$ cat config.mk
export PLATFORM = sky130hd
export DESIGN_NAME = store_buffer
export DESIGN_NICKNAME = d
export VERILOG_FILES = /design/src/rtl/store_buffer.sv
export SDC_FILE = /design/constraint.sdc
export NUM_CORES = 1
export LEC_CHECK = 0
export BUFFER_PORTS_ARGS = -buffer_cell sky130_fd_sc_hd__clkbuf_2
export CAP_MARGIN = 40
export CORE_MARGIN = 2
export CORE_UTILIZATION = 58
export DETAILED_ROUTE_END_ITERATION = 10
export PLACE_DENSITY = 0.88
export SLEW_MARGIN = 5
export SYNTH_ARGS = -nofsm -noshare
export SYNTH_HDL_FRONTEND = slang
export SYNTH_SLANG_ARGS = --single-unit
$ cat constraint.sdc
create_clock -name clk -period 7.2 [get_ports clk]
set_input_delay 0.36 -clock clk [delete_from_list [all_inputs] [get_ports clk]]
set_output_delay 0.36 -clock clk [all_outputs]
set_load 0.01 [all_outputs]
$ cat src/rtl/store_buffer.sv
// Posted-store buffer: alignment check, byte-lane placement and a DEPTH-entry FIFO
// drained to the data-memory port through req/gnt, with load-overlap detection.
module store_buffer #(
  parameter int XLEN  = 32,
  parameter int DEPTH = 4
) (
  input  logic                clk,
  input  logic                rst_n,
  input  logic                enq_valid_i,
  output logic                enq_ready_o,
  input  logic [1:0]          enq_size_i,
  input  logic [XLEN-1:0]     enq_addr_i,
  input  logic [XLEN-1:0]     enq_data_i,
  output logic                misalign_o,
  output logic                mem_req_o,
  input  logic                mem_gnt_i,
  output logic [XLEN-1:0]     mem_addr_o,
  output logic [XLEN-1:0]     mem_wdata_o,
  output logic [XLEN/8-1:0]   mem_be_o,
  input  logic [XLEN-1:0]     ld_addr_i,
  output logic                ld_hazard_o,
  output logic                empty_o
);

  localparam int NB   = XLEN / 8;
  localparam int OFFW = $clog2(NB);
  localparam int AW   = $clog2(DEPTH);
  localparam int CW   = AW + 1;

  logic [AW-1:0]    wr_ptr_q, wr_ptr_d;
  logic [AW-1:0]    rd_ptr_q, rd_ptr_d;
  logic [CW-1:0]    count_q, count_d;
  logic [DEPTH-1:0] valid_q, valid_d;
  logic             misalign_q, misalign_d;

  logic [XLEN-1:0]  addr_mem  [DEPTH];
  logic [XLEN-1:0]  wdata_mem [DEPTH];
  logic [NB-1:0]    be_mem    [DEPTH];

  logic             fire, legal, push, pop;
  logic [2:0]       align_mask;
  logic [7:0]       size_be;
  logic [OFFW-1:0]  off;
  logic [NB-1:0]    be_enc;
  logic [XLEN-1:0]  data_shift, wdata_enc, addr_enc, ld_word;
  logic [DEPTH-1:0] hit;

  assign enq_ready_o = (count_q != CW'(DEPTH));
  assign empty_o     = (count_q == '0);
  assign mem_req_o   = !empty_o;
  assign misalign_o  = misalign_q;
  assign fire        = enq_valid_i && enq_ready_o;
  assign pop         = mem_req_o && mem_gnt_i;

  always_comb begin
    align_mask = 3'b000;
    size_be    = 8'h01;
    case (enq_size_i)
      2'd0:    begin align_mask = 3'b000; size_be = 8'h01; end
      2'd1:    begin align_mask = 3'b001; size_be = 8'h03; end
      2'd2:    begin align_mask = 3'b011; size_be = 8'h0F; end
      default: begin align_mask = 3'b111; size_be = 8'hFF; end
    endcase
  end

  // Double-word stores only exist on a 64-bit datapath.
  assign legal      = ((enq_size_i != 2'd3) || (XLEN == 64)) && !(|(enq_addr_i[2:0] & align_mask));
  assign push       = fire && legal;
  assign off        = enq_addr_i[OFFW-1:0];
  assign be_enc     = NB'(size_be) << off;
  assign data_shift = enq_data_i << {off, 3'b000};
  assign addr_enc   = {enq_addr_i[XLEN-1:OFFW], {OFFW{1'b0}}};
  assign ld_word    = {ld_addr_i[XLEN-1:OFFW], {OFFW{1'b0}}};

  genvar gi;
  generate
    for (gi = 0; gi < NB; gi++) begin : g_lane
      assign wdata_enc[8*gi +: 8] = be_enc[gi] ? data_shift[8*gi +: 8] : 8'h00;
    end
    for (gi = 0; gi < DEPTH; gi++) begin : g_hit
      assign hit[gi] = valid_q[gi] && (addr_mem[gi] == ld_word);
    end
  endgenerate

  assign ld_hazard_o = |hit;

  // Head outputs are forced to zero when nothing is pending so stale slots never leak.
  assign mem_addr_o  = mem_req_o ? addr_mem[rd_ptr_q]  : '0;
  assign mem_wdata_o = mem_req_o ? wdata_mem[rd_ptr_q] : '0;
  assign mem_be_o    = mem_req_o ? be_mem[rd_ptr_q]    : '0;

  always_comb begin
    wr_ptr_d   = wr_ptr_q + AW'(push);
    rd_ptr_d   = rd_ptr_q + AW'(pop);
    count_d    = count_q + CW'(push) - CW'(pop);
    misalign_d = fire && !legal;
    valid_d    = valid_q;
    if (pop)  valid_d[rd_ptr_q] = 1'b0;
    if (push) valid_d[wr_ptr_q] = 1'b1;
  end

  always_ff @(posedge clk or negedge rst_n) begin
    if (!rst_n) begin
      wr_ptr_q   <= '0;
      rd_ptr_q   <= '0;
      count_q    <= '0;
      valid_q    <= '0;
      misalign_q <= 1'b0;
    end else begin
      wr_ptr_q   <= wr_ptr_d;
      rd_ptr_q   <= rd_ptr_d;
      count_q    <= count_d;
      valid_q    <= valid_d;
      misalign_q <= misalign_d;
    end
  end

  always_ff @(posedge clk) begin
    if (push) begin
      addr_mem[wr_ptr_q]  <= addr_enc;
      wdata_mem[wr_ptr_q] <= wdata_enc;
      be_mem[wr_ptr_q]    <= be_enc;
    end
  end

endmodule
Word-level counts from Yosys, hierarchy flattened
Memories as Yosys holds them, arrays and structs flattened.
Cells that the tools add are included.
- $add $sub $neg: 4
- multipliers: 0
- divide/modulo/power cells: 0
- magnitude comparators: 4
- eq/ne operators: 8
- shifts and indexed selects: 2
- mux-type cells: 17
- bitwise gates (word level): 4
- reductions and logical operators: 18
- operators with widths (cell ; count):
    32-bit equality test ; 4
    32-bit 2-to-1 mux ; 2
    8-bit 2-to-1 mux ; 4
    32-bit by 5-bit left shift with 32-bit output ; 1
    4-bit 2-to-1 mux ; 3
    4-bit one-hot mux with 3 select lines ; 1
    1-bit logical AND ; 11
    3-bit one-hot mux with 3 select lines ; 1
    2-bit by 3-bit < comparator with 1-bit output (second input constant) ; 2
    2-bit by 1-bit adder with 2-bit output ; 2
    4-bit AND ; 1
    1-bit demux with 2-bit select ; 2
    2-bit by 1-bit >= comparator with 1-bit output (second input constant) ; 2
    1-bit 2-to-1 mux ; 4
    4-bit NOT ; 1
    4-bit OR ; 1
    4-bit OR reduction ; 1
    4-bit by 2-bit left shift with 4-bit output ; 1
    3-bit by 1-bit adder with 3-bit output ; 1
    3-bit AND ; 1
    1-bit zero test ; 3
    3-bit zero test ; 1
    3-bit != test (second input constant) ; 1
    3-bit OR reduction ; 1
    5 further kinds ; 5
- register bits: 12
- bits in latches: 0
- RAM bits: 264
- bits in read-only memories: 0
- input bits: 102
- output and inout bits: 73
- memories kept: 3
- memory list (memory ; depth ; bits a word ; rd ports ; clocked after Yosys merged registers in ; write ports ; line ; text):
    wdata_mem ; 4 ; 32 ; 1 ; 0 ; 1 ; 37 ; logic [XLEN-1:0] wdata_mem [DEPTH];
    addr_mem ; 4 ; 30 ; 5 ; 0 ; 1 ; 36 ; logic [XLEN-1:0] addr_mem [DEPTH];
    be_mem ; 4 ; 4 ; 1 ; 0 ; 1 ; 38 ; logic [NB-1:0] be_mem [DEPTH];

Longest topological paths before layout
- word-level depth: 9
- mapped depth: 11

Worst setup path before layout
No wires, ideal clock.
- path type: in2reg
- start: input port enq_addr_i[0]
- end: memory addr_mem[0][0] (netlist name), enable pin
- setup time: 0.573 ns
- data arrival time: 5.405 ns
- data required time: 6.627 ns
- path slack: 1.222 ns
- cell stages on the path: 4
- buffers on the path: 1
- cell sequence: buf_6 o31ai_2 nand3_2 nor3_1
- longest elaborated chain between the ends: 7
- RTL lines (element ; line ; text):
    start: declaration ; 12 ; input logic [XLEN-1:0] enq_addr_i,
    3-bit AND ; 67 ; assign legal = ((enq_size_i != 2'd3) || (XLEN == 64)) && !(|(enq_addr_i[2:0] & align_mask));
    3-bit OR reduction ; 67 ;
    1-bit zero test ; 67 ;
    1-bit logical AND ; 67 ;
    1-bit logical AND ; 68 ; assign push = fire && legal;
    1-bit 2-to-1 mux ; 119 ; if (push) begin
    1-bit 2-to-1 mux (not written as such) ; 120 ; addr_mem[wr_ptr_q] <= addr_enc;
    end: declaration ; 36 ;
No other way between the ends.

Worst setup path in the final report
- start: register rd_ptr_q[0]
- end: output port mem_wdata_o[18]
- longest elaborated chain between the ends: 2
- RTL lines (element ; line ; text):
    start: declaration ; 31 ; logic [AW-1:0] rd_ptr_q, rd_ptr_d;
    start signal: assignment ; 111 ; rd_ptr_q <= rd_ptr_d;
    memory read 4 x 32 bit ; - ;
    32-bit 2-to-1 mux ; 89 ; assign mem_wdata_o = mem_req_o ? wdata_mem[rd_ptr_q] : '0;
    end: declaration ; 18 ; output logic [XLEN-1:0] mem_wdata_o,
No other way between the ends.

==> impl_results.rst <==
.. list-table::
   :header-rows: 1

   * - Metric
     - Value
   * - Xor-xnor portion of the synthesized cell area
     - 0.0860
   * - Post-synthesis compound-gate area fraction
     - 0.0187
   * - Post-Route Setup TNS
     - 0 ns
   * - Utilization after layout
     - 0.681
   * - Global-route wire length before repair
     - 42200 um
   * - Outcome
     - finished, final reports clean
   * - Antenna violations before repair
     - 2
   * - Pin count of the biggest net entering global routing
     - 69
   * - Adder-cell share of the synthesized area
     - 0.00555
   * - Multiplexer share of the synthesized area
     - 0.130
   * - Count of unique library cells instantiated by Yosys
     - 39
   * - Clock buffers created by TritonCTS
     - 28
   * - Vertical extent of the die
     - 152 um
   * - Worst-path maximum fanout
     - 37
   * - Non-filler instance count after layout
     - 1208
   * - Cell type with the largest total area after synthesis
     - sky130_fd_sc_hd__edfxtp_1
   * - CTS tree
     - done
   * - Per-instance average area after synthesis
     - 16.9 sq um
   * - Register bit count reported by yosys
     - 276
   * - Startpoint Class
     - flip-flop
   * - Worst slew slack as a fraction of its limit
     - 0.394
   * - Worst r2r dst
     - wdata_mem[1][31]$_DFFE_PP_
   * - I/O pins
     - 175
   * - Cells on worst reg2reg path
     - 6
   * - Upper clock frequency limit
     - 291 MHz
   * - Drt via density
     - 6.03
   * - Final Net Count
     - 1017
   * - Site Rows
     - 53
   * - H-Tree Level Count
     - 1
   * - Start of the worst register-to-register path
     - count_q[1]$_DFF_PN0_
   * - Final Max Slew Viols
     - 0
   * - Number of buffers added on ports
     - 170
   * - Proportion of synthesized chip area in sequential cells
     - 0.652
   * - Sw Share
     - 0.306
   * - Most instantiated flip-flop cell in the synthesis netlist
     - sky130_fd_sc_hd__edfxtp_1
   * - Clock tree buffer depth
     - 3
   * - Setup repair after global routing missed its margin
     - no
   * - Cell count after synthesis
     - 749
   * - Max-capacitance violation count
     - 0
   * - Transition time at the pin with the least slew margin
     - 0.909 ns
   * - Total Routed Length
     - 28300 um
   * - Setup-failing EPs final
     - 0
   * - Part of the power in the clock network
     - 0.269
   * - Placed cell count
     - 1154
   * - Fraction of the cycle the final worst path needs
     - 0.477
   * - Largest voltage drop on the vdd net
     - 0.235 mV
   * - Worst min-delay path category
     - input port to flip-flop
   * - Dominant cell by count in the synthesized netlist
     - sky130_fd_sc_hd__edfxtp_1
   * - Power density relative to cell area
     - 354 mW/mm^2
   * - Sw power
     - 1.57 mW
   * - Sinks on the clock net
     - 276
   * - Setup fix buffers added after clock tree synthesis
     - 0
   * - Warnings, synthesis
     - 0
   * - Layout overhead on the synthesized area
     - 14.5%
   * - Leading cell types by count after synthesis
     - 264 x sky130_fd_sc_hd__edfxtp_1, 78 x sky130_fd_sc_hd__xnor2_1, 74 x sky130_fd_sc_hd__and2_1
   * - Share of final-layout standard cells stronger than drive strength 1
     - 0.322
   * - Proportion of netlist area held by the largest area contributor
     - 0.628
   * - GR Util All Layers
     - 0.251
   * - Number of nets with antenna violations after routing
     - 0
   * - Power share of the sequential group
     - 0.419
   * - Share of flip-flops with an asynchronous set or reset
     - 0.0435
   * - Post-DP HPWL
     - 18800 um
   * - Reg-to-reg slack, setup
     - 4.57 ns
   * - Cell chosen for the clock root
     - sky130_fd_sc_hd__clkbuf_16
   * - Post-route DRC violation count
     - 0
   * - Leakage power total
     - 5.12 nW
   * - Internal power summed over all cells
     - 3.55 mW
   * - Data arrival time of the critical path
     - 3.07 ns
   * - Portion of total power attributed to combinational logic
     - 0.312
   * - Minimum period implied by the final worst setup slack
     - 3.43 ns
   * - Overflow left after global routing
     - 0
   * - Clock transition at the registers of the reported paths
     - 0.06 ns
   * - Die Outline Area
     - 0.0230 sq mm
   * - Horizontal extent of the die
     - 152 um
   * - Critical path endpoint
     - mem_wdata_o[18]
   * - Vias in the first global route
     - 7374
   * - Final estimated routing congestion in global placement
     - 0.870
   * - Combinational family with the most area after synthesis
     - multiplexers
   * - Area contributors post-synth
     - sky130_fd_sc_hd__edfxtp_1 63%, sky130_fd_sc_hd__mux4_2 12%, sky130_fd_sc_hd__xnor2_1 5.4%, sky130_fd_sc_hd__and2_1 3.7%, sky130_fd_sc_hd__xor2_1 3.2%
   * - Required @ worst endpoint
     - 6.84 ns
   * - Number of synthesized flops with an enable pin
     - 264
   * - Count of final hold-check violations
     - 0
   * - Launch point of the critical path
     - rd_ptr_q[0]$_DFF_PN0_
   * - Clock tree skew after final layout
     - 0.00779 ns
   * - Initial Util
     - 0.595
   * - Vias post-DR
     - 7280
   * - Post-synthesis instance area
     - 0.0126 sq mm
   * - Pre-Repair DR Iteration Count
     - 5
   * - Core Region
     - 0.0212 sq mm
   * - Critical path endpoint category
     - output port
   * - DR iter-0 viols
     - 589
   * - Category of the most critical setup path
     - flip-flop to output port
   * - Fillcell total
     - 1356
   * - Simple logic cell fraction of the synthesized area
     - 0.0765
   * - Clock latency on the worst-skew pair
     - 0.53 ns
   * - Average wire length per cell after detail routing
     - 23.4 um
[how the worst min path moves through the flow]
stage                   startpoint                        end  slack (ns)  cells past startpoint
CTS                 enq_addr_i[16]  addr_mem[3][14]$_DFFE_PP_        0.03                      1
detailed placement           rst_n       misalign_o$_DFF_PN0_        0.26                      1
global route        enq_addr_i[16]  addr_mem[2][14]$_DFFE_PP_        0.04                      1
floorplan                    rst_n       count_q[0]$_DFF_PN0_        0.06                      0
global placement             rst_n       misalign_o$_DFF_PN0_        0.26                      1
finish              enq_addr_i[16]  addr_mem[3][14]$_DFFE_PP_        0.05                      1
[stage by stage]
stage	worst slack, ns	instance area, sq um	hold WS, ns	power (mW)
2_1_floorplan	1.22	12600	0.0644	3.28
3_3_place_gp	3.72	13600	0.262	3.74
3_5_place_dp	3.68	13600	0.263	3.78
4_1_cts	3.64	14500	0.0280	5.16
5_1_grt	3.52	14500	0.0445	5.37
6_report	3.77	14500	0.0501	5.12
[worst max-delay path, stage by stage (launching register included)]
cell                       delay [ns]
sky130_fd_sc_hd__dfrtp_4         0.88
sky130_fd_sc_hd__buf_4           0.70
sky130_fd_sc_hd__mux4_2          0.62
sky130_fd_sc_hd__and2_1          0.19
sky130_fd_sc_hd__clkbuf_2        0.13
[layout make-up]
class                           count  area (sq um)  share of cell area
Sequential cell                   276          8230               0.570
Multi-Input combinational cell    414          4030               0.279
Timing Repair Buffer              180           928              0.0642
Clock buffer                       34           744              0.0515
Tap cell                          275           344              0.0238
Clock inverter                     17           136             0.00943
Inverter                           10          37.5             0.00260
Antenna cell                        2          5.00            0.000346
[metal layers]
metal  vias up  wire length, um  part of all wire  GRT usage
li1       3177                -                 -          -
met1      3603            10500              0.37      0.335
met2       430            14100              0.50      0.421
met3        68             2890              0.10     0.0533
met4         2              824             0.029     0.0782
met5         -               15           0.00053          0
[layout by cell type (no fill, tap or decap), drive strengths merged, types with 12 or more instances in the layout]
cell and instances:
edfxtp 264, clkbuf 204, xnor2 78, and2 74
mux4 66, xor2 46, nor2 28, nand4 25
mux2i 16, a211oi 16, nor4 16, clkinv 13
dfrtp 12, inv 12
[kinds of logic after synthesis]
group | Yosys count
flip-flops | 276
other | 1
buffers and inverters | 60
XOR/XNOR | 124
AO/OA/AOI/OAI | 33
AND/OR/NAND/NOR | 168
adder cells (fa/ha/maj) | 5
multiplexers | 82
[state kept, by name, summed over array words and instances, names as in the netlist]
register	cells
count_q	3
rd_ptr_q	2
misalign_o	1
wdata_mem	128
wr_ptr_q	2
be_mem	16
addr_mem	120
valid_q	4
[power groups by stage]
stage          Clock, mW  Sequential (mW)  Combinational [mW]
2_1_floorplan          0             2.06                1.22
3_3_place_gp           0             2.17                1.57
3_5_place_dp           0             2.18                1.60
4_1_cts             1.40             2.15                1.62
5_1_grt             1.46             2.17                1.74
6_report            1.38             2.15                1.60
[repair_timing]
action,in CTS,in global routing
hold buffers,1,0
endpoints found under the hold margin,12,0
resized for setup,0,0
Power figures use the tool's default switching activity.
